## config.mk

```make
export PLATFORM = sky130hd
export DESIGN_NAME = instmem_loader_flat
export DESIGN_NICKNAME = d
export VERILOG_FILES = /design/src/rtl/instmem_loader_if.sv /design/src/rtl/instmem_loader.sv /design/src/flat_wrapper.sv
export SDC_FILE = /design/constraint.sdc
export NUM_CORES = 1
export LEC_CHECK = 0
export CORE_MARGIN = 2
export CORE_UTILIZATION = 23
export CTS_CLUSTER_DIAMETER = 150
export DETAILED_ROUTE_END_ITERATION = 16
export SLEW_MARGIN = 10
export SYNTH_ARGS = -nofsm -noshare
export SYNTH_HDL_FRONTEND = slang
export SYNTH_SLANG_ARGS = --single-unit
export TNS_END_PERCENT = 10
```

## constraint.sdc

```tcl
create_clock -name clk -period 2.5 [get_ports clk]
set_input_delay 0.5 -clock clk [delete_from_list [all_inputs] [get_ports clk]]
set_output_delay 0.5 -clock clk [all_outputs]
set_load 0.03 [all_outputs]
```

## src/rtl/instmem_loader_if.sv

```systemverilog
// Loader bus bundle: incoming byte stream plus the instruction-memory write port.
// Handshakes: a byte moves on a rising edge with byte_valid && byte_ready; a write completes on a rising edge with mem_we && mem_ack.
interface instmem_loader_if;
  logic        byte_valid;
  logic [7:0]  byte_data;
  logic        byte_ready;
  logic        mem_we;
  logic [31:0] mem_addr;
  logic [31:0] mem_wdata;
  logic        mem_ack;

  modport master (
    input  byte_valid, byte_data, mem_ack,
    output byte_ready, mem_we, mem_addr, mem_wdata
  );

  modport slave (
    output byte_valid, byte_data, mem_ack,
    input  byte_ready, mem_we, mem_addr, mem_wdata
  );
endinterface

```

## src/rtl/instmem_loader.sv

```systemverilog
// Boot loader: receives a length/data/checksum frame, writes big-endian words into
// instruction memory and holds the CPU until the whole program has been verified.
module instmem_loader #(
   parameter logic [31:0] BASE_ADDR = 32'h0000_0000,
   parameter int          MAX_WORDS = 64
) (
   input  logic                  clk,
   input  logic                  rst_n,
   instmem_loader_if.master      bus,
   output logic                  cpu_hold,
   output logic                  done,
   output logic                  error,
   output logic [2:0]            stateDbg
);

   typedef enum logic [2:0] {
      HDR   = 3'd0,
      DATA  = 3'd1,
      WRITE = 3'd2,
      CSUM  = 3'd3,
      DONE  = 3'd4,
      ERR   = 3'd5
   } loaderState_t;

   localparam logic [7:0]  MaxWords  = 8'(MAX_WORDS);
   localparam logic [31:0] AlignBase = {BASE_ADDR[31:2], 2'b00};

   loaderState_t state;
   logic [7:0]   nWords;
   logic [7:0]   wordIdx;
   logic [1:0]   byteCnt;
   logic [23:0]  shiftReg;
   logic [7:0]   csum;
   logic         xfer;
   logic [31:0]  wordAddr;
   logic         lastWord;

   assign xfer     = bus.byte_valid && bus.byte_ready;
   assign wordAddr = AlignBase + {22'd0, wordIdx, 2'b00};
   assign lastWord = ({1'b0, wordIdx} + 9'd1) == {1'b0, nWords};
   assign stateDbg = state;

   always_ff @(posedge clk or negedge rst_n) begin
      if (!rst_n) begin
         state          <= HDR;
         nWords         <= 8'd0;
         wordIdx        <= 8'd0;
         byteCnt        <= 2'd0;
         shiftReg       <= 24'd0;
         csum           <= 8'd0;
         bus.byte_ready <= 1'b0;
         bus.mem_we     <= 1'b0;
         bus.mem_addr   <= AlignBase;
         bus.mem_wdata  <= 32'd0;
         cpu_hold       <= 1'b1;
         done           <= 1'b0;
         error          <= 1'b0;
      end else begin
         case (state)
            HDR: begin
               bus.byte_ready <= 1'b1;
               if (xfer) begin
                  nWords  <= bus.byte_data;
                  wordIdx <= 8'd0;
                  byteCnt <= 2'd0;
                  if (bus.byte_data > MaxWords) begin
                     state          <= ERR;
                     bus.byte_ready <= 1'b0;
                     error          <= 1'b1;
                  end else if (bus.byte_data == 8'd0) begin
                     state <= CSUM;
                  end else begin
                     state <= DATA;
                  end
               end
            end
            DATA: begin
               if (xfer) begin
                  shiftReg <= {shiftReg[15:0], bus.byte_data};
                  csum     <= csum ^ bus.byte_data;
                  byteCnt  <= byteCnt + 2'd1;
                  if (byteCnt == 2'd3) begin
                     // Word is complete: present it and stop the stream until the memory acks.
                     state          <= WRITE;
                     bus.byte_ready <= 1'b0;
                     bus.mem_we     <= 1'b1;
                     bus.mem_addr   <= wordAddr;
                     bus.mem_wdata  <= {shiftReg, bus.byte_data};
                  end
               end
            end
            WRITE: begin
               if (bus.mem_ack) begin
                  bus.mem_we     <= 1'b0;
                  bus.byte_ready <= 1'b1;
                  wordIdx        <= wordIdx + 8'd1;
                  state          <= lastWord ? CSUM : DATA;
               end
            end
            CSUM: begin
               if (xfer) begin
                  bus.byte_ready <= 1'b0;
                  if (bus.byte_data == csum) begin
                     state    <= DONE;
                     cpu_hold <= 1'b0;
                     done     <= 1'b1;
                  end else begin
                     state <= ERR;
                     error <= 1'b1;
                  end
               end
            end
            DONE: begin
               bus.byte_ready <= 1'b0;
               bus.mem_we     <= 1'b0;
            end
            ERR: begin
               bus.byte_ready <= 1'b0;
               bus.mem_we     <= 1'b0;
            end
            default: begin
               state          <= ERR;
               bus.byte_ready <= 1'b0;
               bus.mem_we     <= 1'b0;
               cpu_hold       <= 1'b1;
               done           <= 1'b0;
               error          <= 1'b1;
            end
         endcase
      end
   end

endmodule

```

## src/flat_wrapper.sv

```systemverilog
// flat-port wrapper written by rule: the top's interface ports become plain ports
module instmem_loader_flat 
#(
   parameter logic [31:0] BASE_ADDR = 32'h0000_0000,
   parameter int          MAX_WORDS = 64
)
  (clk, rst_n, cpu_hold, done, error, stateDbg, bus_byte_valid, bus_byte_data, bus_mem_ack, bus_byte_ready, bus_mem_we, bus_mem_addr, bus_mem_wdata);
  instmem_loader_if bus_i ();
  input  logic clk;
  input  logic rst_n;
  output logic cpu_hold;
  output logic done;
  output logic error;
  output logic [2:0] stateDbg;
  input wire logic [$bits(bus_i.byte_valid)-1:0] bus_byte_valid;
  input wire logic [$bits(bus_i.byte_data)-1:0] bus_byte_data;
  input wire logic [$bits(bus_i.mem_ack)-1:0] bus_mem_ack;
  output wire logic [$bits(bus_i.byte_ready)-1:0] bus_byte_ready;
  output wire logic [$bits(bus_i.mem_we)-1:0] bus_mem_we;
  output wire logic [$bits(bus_i.mem_addr)-1:0] bus_mem_addr;
  output wire logic [$bits(bus_i.mem_wdata)-1:0] bus_mem_wdata;
  assign bus_i.byte_valid = bus_byte_valid;
  assign bus_i.byte_data = bus_byte_data;
  assign bus_i.mem_ack = bus_mem_ack;
  assign bus_byte_ready = bus_i.byte_ready;
  assign bus_mem_we = bus_i.mem_we;
  assign bus_mem_addr = bus_i.mem_addr;
  assign bus_mem_wdata = bus_i.mem_wdata;
  instmem_loader #(.BASE_ADDR(BASE_ADDR), .MAX_WORDS(MAX_WORDS)) u_core (.clk(clk), .rst_n(rst_n), .bus(bus_i), .cpu_hold(cpu_hold), .done(done), .error(error), .stateDbg(stateDbg));
endmodule
```

==> out/qor.csv, run 1 <==
metric,value,unit
vias in the first global route,3102,
cells after synthesis,395,
Synth Area in Adders,0.00548,
Detailed Route WL,10300,um
Synth top area share,0.531,
sequential element share of the synthesized area,0.537,
Top Ports,84,
TritonCTS Sinks,98,
number of synthesis warnings,0,
critical path's slowest cell,clkdlybuf4s50_1,
fillers,1981,
ys flop type,dfrtp_1,
Core ar.,19500,um^2
worst setup path class,flop to output port,
share of flip-flops with an asynchronous set or reset,1.00,
clk slew on worst S/H paths,0.07,ns
antenna violations before repair,1,
"commonest non-fill, non-tap cell in the layout",dfrtp_1,
design area,5760,um^2
routed via count,3020,
max incr delay on CP,0.77,ns
Final Max Slew Viols,0,
"Cell Area, Placed",5430,um^2
status,finished clean,
critical path startpoint category,flop,
GRT Total Usage,0.100,
slew margin rel.,0.608,
vias per inst,4.12,
top area cells in the synthesized netlist,"dfrtp_1 (53%), mux2_4 (13%), nand2_1 (7.1%), buf_4 (4.3%), xnor2_1 (3.8%)",
critical path's top delay family,buffers and inverters,
worst-case clock buffer depth,2,
DRC,0,
Synth area leader,dfrtp_1,
multiplexer share of the synthesized area,0.160,
"Cell Area, Synth",4570,um^2
Yosys reg bits,98,
Simple-Gate Fraction of Synth Area,0.127,
crit path capture type,output port,
"Hold-fix buffers, CTS",0,
cts repair resizes,0,
die width,145,um
GRT overflow,0,
"Cell Chain, Critical Path",clkdlybuf4s50_1,
Met2 Routed Length,4780,um
wire length of the first global-routing pass,16700,um
drt first pass iters,4,
area delta synth->final,26.0,%
top routing layer used,met4,
setup violators final,0,
post-route setup TNS,0,ns
Worst Path Arrival,1.77,ns
Setup Buffers After CTS,0,
Crit path required time,2.00,ns
die area,21000,um^2
fin crit period,2.27,ns
met1 wire length,4550,um
count of cell types in the netlist,46,
fmax,441,MHz
global placement routability congestion,0.808,
Worst-Margin Slew,0.588,ns
Detail Route met3 WL,710,um
Compound-Gate Fraction of Synth Area,0.0611,
"Hold Violations, Final",0,
Tightest Hold Check Type,input pin to asynchronous set/reset pin,
largest net degree at the start of global routing,45,
Starting Density,0.235,
XOR/XNOR Fraction of Synth Area,0.0460,
Max VDD drop,319,uV
Power Dens Cells,898,nW/um^2
crit path buf inv count,1,
Routed Antenna Nets,0,
WL/cell,14.0,um
CTS HTree Levels,3,
Tcrit/Tclk final,0.908,
clk_lat worst skew,0.35,ns
largest family of logic cells by synthesized area,multiplexers,
HPWL after detailed placement,7490,um
initial DRC count,162,
clock buffer count from CTS,9,
CTS tree,yes,
skew final,0.00796,ns
fin util,0.296,
syn avg cell area,11.6,um^2
Post-synth EDFFs,0,
max-cap violation count,0,
Cell Rows,51,
I/O Buffers,59,
nets@finish,476,
clock root buffer,clkbuf_16,
most frequent cells in the layout,"dfrtp_1 (97), nand2_1 (87), clkdlybuf4s50_1 (58), mux2_4 (40), conb_1 (24)",
leakage power,2.78,nW
Die Span Y,145,um
share of cells above drive strength 1,0.188,
crit-path max FO,15,
unrepaired setup endpoints after global routing,no,
==> power breakdown <==
group	internal [mW]	switching [mW]
Clock	0.805	0.645
Combinational	0.666	0.722
Sequential	1.97	0.359
==> through the flow <==
step	hold WS (ns)	worst slack [ns]	total power, mW	cells
finish	0.146	0.231	5.17	733
CTS	0.160	0.241	5.23	732
global route	0.183	0.151	5.47	732
detailed placement	0.467	0.0171	3.75	716
global placement	0.459	0.0342	3.70	716
floorplan	0.204	0.718	3.26	418
==> kinds of logic (layout without fill, tap and decap cells) <==
kind of cell / count (synthesis) / count (layout)
compound gates: 44 / 44
xor+xnor: 24 / 24
fa+ha+maj: 2 / 2
buf+inv: 42 / 91
flops: 98 / 98
mux: 52 / 52
other cells: 1 / 25
simple gates: 132 / 132
==> synth_stat cells (3+ instances only) <==
master	number
clkbuf_1	7
mux2i_1	3
a21oi_1	8
buf_6	4
dfrtp_1	97
mux2_4	40
nand2_1	87
xnor2_1	20
and3_1	4
o21ai_0	18
xor2_1	4
nand3_1	5
a31oi_1	3
inv_1	3
mux2_2	8
nor2_1	17
o31ai_1	3
buf_4	26
nor3_1	3
o21a_1	3
==> sequential cells by signal, summed over array words and instances (netlist names) <==
name and cells:
u_core.csum 8, u_core.wordIdx 8, u_core.done 1, u_core.byteCnt 2, u_core.bus.mem_wdata 32, u_core.error 1, u_core.shiftReg 24, u_core.bus.mem_addr 8
u_core.cpu_hold 1, u_core.nWords 8, u_core.bus.byte_ready 1, u_core.stateDbg 3, u_core.bus.mem_we 1
==> layer usage <==
layer,vias to the layer above,GRT usage
met2,86,0.160
li1,1418,-
met5,-,0
met1,1502,0.121
met3,14,0.0371
met4,0,0.0450
==> final timing paths <==
kind,depth (start not counted),slack (ns),to,from
min reg2reg,2,0.48,u_core.shiftReg[19],u_core.shiftReg[19]
min,1,0.15,u_core.bus.mem_addr[7],rst_n
max in group asynchronous,2,1.62,u_core.cpu_hold,rst_n
min in group clk,2,0.48,u_core.shiftReg[19],u_core.shiftReg[19]
max reg2reg,6,0.49,u_core.stateDbg[1],u_core.wordIdx[0]
max,1,0.23,stateDbg[0],u_core.stateDbg[0]
==> area by class of cell <==
| type | instances | area [um^2] | area share |
|---|---|---|---|
| clock buffers | 9 | 225 | 0.0391 |
| clock inverters | 7 | 93.8 | 0.0163 |
| multi-input cells | 278 | 1910 | 0.333 |
| diodes | 1 | 2.50 | 0.000435 |
| well taps | 265 | 332 | 0.0576 |
| inverters | 3 | 11.3 | 0.00196 |
| flip-flops and latches | 98 | 2450 | 0.426 |
| repair buffers | 72 | 723 | 0.126 |
(Power assumes the default switching activity.)
==> run 2: changes to the inputs <==
--- a/config.mk
+++ b/config.mk
@@ -5,10 +5,12 @@
 export SDC_FILE = /design/constraint.sdc
 export NUM_CORES = 1
 export LEC_CHECK = 0
-export CORE_MARGIN = 2
+export CORE_MARGIN = 5
 export CORE_UTILIZATION = 23
 export CTS_CLUSTER_DIAMETER = 150
+export CTS_CLUSTER_SIZE = 25
 export DETAILED_ROUTE_END_ITERATION = 16
+export PLACE_DENSITY = 0.49
 export SLEW_MARGIN = 10
 export SYNTH_ARGS = -nofsm -noshare
 export SYNTH_HDL_FRONTEND = slang
==> run 2 against run 1 <==
  * Combinational power is essentially flat
  * Clock skew down 0.0014 ns
  * Die area is 8.5% higher
  * Critical path depth stayed put
  * Final cell count did not move
  * Final area shrank 0.89%
  * Sequential cell count did not move
  * Highest routed layer is now met5
==> out/qor.csv, run 2 (synthesis gave the netlist of run 1 again) <==
metric,value,unit
status,finished clean,
largest net degree at the start of global routing,57,
Starting Density,0.234,
CTS tree,yes,
area delta synth->final,24.8,%
"Cell Area, Placed",5420,um^2
Power Dens Cells,886,nW/um^2
slew margin rel.,0.522,
GRT overflow,0,
max reg flops,32,
share of cells above drive strength 1,0.186,
Detailed Route WL,10300,um
Reg2Reg Depth,6,
Worst-Margin Slew,0.718,ns
worst setup path class,flop to output port,
Reg2Reg Setup Slack,0.49,ns
footprint of the multi-input gates,1910,um^2
antenna fix cells,0,
die width,151,um
critical path's slowest cell,clkdlybuf4s50_1,
initial DRC count,178,
crit path buf inv count,1,
vias per inst,4.01,
fin crit period,2.25,ns
final worst slack,0.249,ns
Top Ports,84,
Levels on crit path,1,
Routed Antenna Nets,0,
Setup WS pre-CTS,0.0815,ns
CTS HTree Levels,3,
max-cap violation count,0,
clk slew on worst S/H paths,0.07,ns
Tightest Hold Check Type,input pin to asynchronous set/reset pin,
Tcrit/Tclk final,0.900,
I/O Buffers,59,
RR Endpoint,u_core.stateDbg[1],
vias in the first global route,3081,
top flop regs,"u_core.bus.mem_wdata x32, u_core.shiftReg x24",
crit-path max FO,15,
fillers,2047,
clock root buffer,clkbuf_16,
Worst Path Arrival,1.75,ns
max incr delay on CP,0.76,ns
Fin Hold WS,0.237,ns
HPWL after detailed placement,7390,um
drt first pass iters,4,
skew final,0.00659,ns
Setup Buffers After CTS,0,
critical path startpoint category,flop,
"commonest non-fill, non-tap cell in the layout",dfrtp_1,
nets@finish,477,
design area,5700,um^2
worst setup path start,u_core.stateDbg[0],
Crit path required time,2.00,ns
Top reg by flops,u_core.bus.mem_wdata,
total power,5.05,mW
routed via count,2940,
unrepaired setup endpoints after global routing,no,
post-route setup TNS,0,ns
critical path's top delay family,buffers and inverters,
Cell Rows,51,
DRC,0,
launching point of the worst reg2reg path,u_core.wordIdx[0],
clk_lat worst skew,0.33,ns
fmax,444,MHz
"Cell Chain, Critical Path",clkdlybuf4s50_1,
Core ar.,19500,um^2
crit path capture type,output port,
antenna violations before repair,1,
Final Max Slew Viols,0,
cts repair resizes,0,
clock buffer count from CTS,9,
GRT Total Usage,0.0933,
"Hold-fix buffers, CTS",0,
leakage power,2.76,nW
worst-case clock buffer depth,2,
global placement routability congestion,0.740,
TritonCTS Sinks,98,
Max VDD drop,346,uV
Die Span Y,151,um
wire length of the first global-routing pass,16800,um
WL/cell,14.0,um
die area,22800,um^2
"Hold Violations, Final",0,
flip-flop and latch area,2450,um^2
most frequent cells in the layout,"dfrtp_1 (97), nand2_1 (87), clkdlybuf4s50_1 (58), mux2_4 (40), conb_1 (24)",
setup violators final,0,
run 2: cell types whose count changed in the layout (fill, tap and decap cells not counted):
cell and delta:
clkinvlp_4 +1, buf_4 +3, diode_2 -1, buf_12 -2, clkbuf_1 +2, clkinv_8 -1
clkinv_2 +2, inv_8 -2, inv_6 -2
run 2: layout make-up:
class,instances,area share
clock buffers,11,0.0408
clock inverters,5,0.00965
inverters,3,0.00197
multi-input cells,278,0.336
flip-flops and latches,98,0.430
well taps,265,0.0581
repair buffers,73,0.124
run 2: how the worst max path moves through the flow:
stage                                  end
floorplan           u_core.bus.mem_addr[2]
global placement              u_core.error
detailed placement            u_core.error
CTS                            stateDbg[0]
global route                   stateDbg[0]
finish                         stateDbg[0]
run 2: power by group:
| part | total [mW] | switching (mW) | internal (mW) |
|---|---|---|---|
| Clock | 1.35 | 0.575 | 0.773 |
| Sequential | 2.33 | 0.356 | 1.97 |
| Combinational | 1.38 | 0.715 | 0.666 |
run 2: layer usage:
layer  track usage  up-vias  wire length, um
met3        0.0323       11              688
met2         0.145       62             4790
met5             0        -               13
li1              -     1417                -
met4        0.0322        2              112
met1         0.121     1448             4680
run 2: metrics by stage:
stage	cells	utilization
3_3_place_gp	717	0.277
5_1_grt	733	0.292
3_5_place_dp	717	0.277
2_1_floorplan	418	-
4_1_cts	733	0.292
6_report	733	0.292
